--- src/rtl/fwd_scoreboard.sv ---
// fwd_scoreboard: EX-stage operand forwarding select and load-use interlock.
// Keeps a shift-register scoreboard of in-flight writes, one entry per post-EX stage.
module fwd_scoreboard #(
    parameter int AW         = 5,
    parameter int NUM_SRC    = 2,
    parameter int DEPTH      = 2,
    parameter int LOAD_STAGE = 2,
    parameter int CNT_W      = 16
) (
    input  logic                               clk,
    input  logic                               rst_n,
    input  logic                               flush,
    input  logic                               ex_valid,
    input  logic                               ex_regwrite,
    input  logic                               ex_memread,
    input  logic [AW-1:0]                      ex_dst,
    input  logic [NUM_SRC*AW-1:0]              ex_src,
    input  logic [NUM_SRC-1:0]                 ex_src_used,
    output logic [NUM_SRC*$clog2(DEPTH+1)-1:0] fwd_sel,
    output logic                               stall,
    output logic [CNT_W-1:0]                   fwd_cnt,
    output logic [CNT_W-1:0]                   stall_cnt
);
    localparam int SEL_W = $clog2(DEPTH+1);

    logic [DEPTH:1]           v;
    logic [DEPTH:1]           ld;
    logic [AW-1:0]            dst [1:DEPTH];
    logic [NUM_SRC*SEL_W-1:0] sel;
    logic                     unready;

    always_comb begin
        sel     = '0;
        stall   = 1'b0;
        unready = 1'b0;
        for (int i = 0; i < NUM_SRC; i++) begin
            unready = 1'b0;
            // scan oldest first so the youngest producer is written last
            for (int k = DEPTH; k >= 1; k--) begin
                if (ex_src_used[i] && v[k] && (dst[k] != '0) &&
                    (dst[k] == ex_src[i*AW +: AW])) begin
                    sel[i*SEL_W +: SEL_W] = SEL_W'(k);
                    unready = ld[k] && (k < LOAD_STAGE);
                end
            end
            stall = stall | unready;
        end
    end

    assign fwd_sel = stall ? '0 : sel;

    always_ff @(posedge clk or negedge rst_n) begin
        if (!rst_n) begin
            v         <= '0;
            ld        <= '0;
            fwd_cnt   <= '0;
            stall_cnt <= '0;
            for (int k = 1; k <= DEPTH; k++) begin
                dst[k] <= '0;
            end
        end else begin
            if (flush) begin
                v <= '0;
            end else begin
                v[1] <= ex_valid & ex_regwrite & ~stall;
                for (int k = 2; k <= DEPTH; k++) begin
                    v[k] <= v[k-1];
                end
            end
            ld[1]  <= ex_memread;
            dst[1] <= ex_dst;
            for (int k = 2; k <= DEPTH; k++) begin
                ld[k]  <= ld[k-1];
                dst[k] <= dst[k-1];
            end
            if (stall && (stall_cnt != '1)) begin
                stall_cnt <= stall_cnt + 1'b1;
            end
            if (!stall && (|fwd_sel) && (fwd_cnt != '1)) begin
                fwd_cnt <= fwd_cnt + 1'b1;
            end
        end
    end

endmodule

--- config.mk ---
export PLATFORM = sky130hd
export DESIGN_NAME = fwd_scoreboard
export DESIGN_NICKNAME = d
export VERILOG_FILES = /design/src/rtl/fwd_scoreboard.sv
export SDC_FILE = /design/constraint.sdc
export NUM_CORES = 1
export LEC_CHECK = 0
export ABC_CLOCK_PERIOD_IN_PS = 2200
export CAP_MARGIN = 10
export CORE_MARGIN = 1
export CORE_UTILIZATION = 25
export CTS_BUF_LIST = sky130_fd_sc_hd__clkbuf_16
export CTS_CLUSTER_SIZE = 12
export DETAILED_ROUTE_END_ITERATION = 7
export SYNTH_ARGS = -nofsm -noshare
export SYNTH_HDL_FRONTEND = slang
export SYNTH_SLANG_ARGS = --single-unit
--- constraint.sdc ---
create_clock -name clk -period 2.2 [get_ports clk]
set_input_delay 0.22 -clock clk [delete_from_list [all_inputs] [get_ports clk]]
set_output_delay 0.22 -clock clk [all_outputs]
set_load 0.01 [all_outputs]
==> results.yml <==
die:
  pin_count: 60
  dieArea_sq_um: 9040
  die_h_microns: 95.1
  dieWidth_microns: 95.1
  coreArea_sq_um: 8300
  std_cell_rows: 33
  start_util_pct: 26.1
power:
  powerDensity_nw_per_um2: 509
  max-vdd-ir-drop_uv: 318
  leakagePower_nw: 1.50
  power_w: 0.00182
placed_design:
  gp_congestion: 0.857
  pre_cts_ws_ns: -0.288
  hpwl_microns: 3890
  io_buffers: 59
  dp.cells: 385
timing:
  max_freq_mhz: 446
  hold_violations: 0
  setup_ws_ns: -0.0436
  tns_ns: -0.159
  fin_crit_sh_pct: 102
  drv_slew: 0
  worstMarginPinSlew_ns: 0.561
  period_needed_ns: 2.24
  rsz0062_at_grt: "true"
  skew_ns: 0.00406
  finalSetupViolations: 8
  slew_headroom_pct: 62.6
cells_and_area:
  diodes: 0
  stdcell_count: 401
  final_common_cell: "clkdlybuf4s50_1"
  layout_common_cells: "52 x clkdlybuf4s50_1, 42 x dfrtp_1, 33 x xnor2_1"
  area_growth_pct: 65.1
  fin_nets: 321
  drive_gt1_share_pct: 31.8
global_routing:
  grt_usage_pct: 12.5
  grt_max_degree: 25
  antenna_found_initial: 0
  grt_pass1_wl_microns: 8710
  grt_pass1_vias: 1909
  grt-ovfl-total: 0
critical_path:
  crit_path_max_incr_delay_ns: 0.44
  cp_max_fo: 4
  path_class: "reg -> out"
  timing.rr.start: "dst[9]$_DFF_PN0_"
  worstPathArrival_ns: 2.02
  required_ns: 1.98
  cp-start-kind: "flop"
  crit_start: "dst[9]$_DFF_PN0_"
  slowest_stage: "dfrtp_2"
  crit_path_end_kind: "output pin"
  crit_path_cell_trace: "xor2_1 -> nor4_1 -> nand3_1 -> a211oi_2 -> buf_4 -> buf_6 -> nor2_1 -> buf_2"
yosys:
  synth_seq_area_share_pct: 52.0
  synth_seq_cells: 45
  ys_types: 31
  syn_inst: 194
  synth.cell_area_sq_um: 2170
  avgSynthCellArea_sq_um: 11.2
  syn_nets: 219
  ys_warn_count: 0
detailed_routing:
  first_pass_iters: 4
  drc: 0
  drt-initial-drc-count: 37
  met3_wirelength_microns: 275
  ant_nets: 0
  top_layer_used: "met4"
  totalWireLength_microns: 5580
  wl_met2_microns: 2870
  num_vias: 1829
  wl_per_cell_microns: 13.9
  via_per_inst: 4.56
  m1WireLength_microns: 2360
clock_tree:
  cts_sinks: 45
  clkTransAtPathRegs_ns: 0.06
  clock_path_buffers: 2
  cts_root_buffer: "clkbuf_16"
  htree_levels: 2
  cts_tree: "built"
  clk_latency_ns: 0.28
  cts_made_buffers: 5
outcome:
  violations: "negative setup slack"
  outcome: "finished with violations"
hold_path:
  hp-start: "ex_dst[4]"
  hold_path.class: "in -> reg"
flow_run:
  maxCapViolCount: 0
worst paths after layout:
| kind | to | slack (ns) | cells past startpoint |
|---|---|---|---|
| min in group asynchronous | stall_cnt[0]$_DFFE_PN0P_ | 0.46 | 2 |
| setup / recovery | fwd_sel[1] | -0.04 | 8 |
| hold / removal | dst[9]$_DFF_PN0_ | 0.37 | 1 |
| max in group asynchronous | fwd_cnt[10]$_DFFE_PN0P_ | 1.21 | 3 |
| hold reg to reg | dst[3]$_DFF_PN0_ | 0.46 | 0 |
| setup reg to reg | fwd_cnt[1]$_DFFE_PN0P_ | -0.03 | 10 |
what timing repair did:
action | in CTS | in global routing
resized for setup | 60 | 27
pin swaps | 23 | 28
gates cloned | 0 | 1
hold buffers | 1 | 0
endpoints found under the setup margin | 25 | 35
buffers inserted | 15 | 2
hold endpoints to repair | 23 | 0
sequential cells by signal, summed over array words and instances, names as in the netlist:
signal,count
fwd_cnt,16
stall_cnt,16
dst,10
v,2
ld,1
synthesized netlist by cell type (all sizes together):
master	count	area share (%)
and3	10	2.9
nor2b	1	0.29
and4	2	0.81
buf	5	1.8
nor4	2	0.58
mux2	2	1.0
nand3	16	3.7
or3	1	0.29
a41oi	1	0.40
nand4	13	3.8
or4	2	0.87
a211oi	1	0.58
ha	2	1.2
nor4b	3	1.2
xor2	12	4.8
a21oi	2	0.46
nor2	6	1.0
nand2	12	2.1
inv	1	0.17
and2	3	0.87
dfrtp	45	52
xnor2	37	15
or3b	1	0.40
o21ai	4	1.4
nor3	9	2.1
or2	1	0.29
where the power goes:
group	leakage (nW)	internal [W]	total (W)	switching [W]
Combinational	0.844	0.000133	0.000222	0.0000884
Sequential	0.597	0.000857	0.000890	0.0000325
Clock	0.0633	0.000410	0.000708	0.000298
critical path, delay by kind of cell, from the launching register on:
kind | cells | cell delay, ns
and+or+nand+nor | 3 | 0.50
DFF | 1 | 0.44
buffers and inverters | 3 | 0.40
AOI/OAI and AO/OA | 1 | 0.24
xor gates and xnor gates | 1 | 0.17
logic make-up after synthesis:
kind of cell	Yosys count	synth area share (%)
simple gates	82	21.1
xor+xnor	49	19.8
flops	45	52.0
compound gates	8	2.89
buf+inv	6	2.02
mux	2	1.04
fa+ha+maj	2	1.15
routing by layer:
layer / vias up / track usage [%]
met2: 43 / 22.1
li1: 882 / -
met5: - / 0
met3: 6 / 2.39
met1: 898 / 14.8
met4: 0 / 4.80
through the flow:
stage               instance area, sq um  hold slack, ns  util, %
global route                        3580           0.372     43.1
detailed placement                  3110           0.242     37.5
CTS                                 3460           0.368     41.7
finish                              3580           0.373     43.1
floorplan                           2180         -0.0756        -
global placement                    3110           0.245     37.5
cell type report:
class	instances	area (sq um)
well taps	105	131
multi-input cells	143	1240
inverters	1	3.75
clock buffers	5	125
flip-flops and latches	45	1130
clock inverters	2	11.3
fillers	806	4720
repair buffers	100	941
Power figures use the tool's default switching activity.
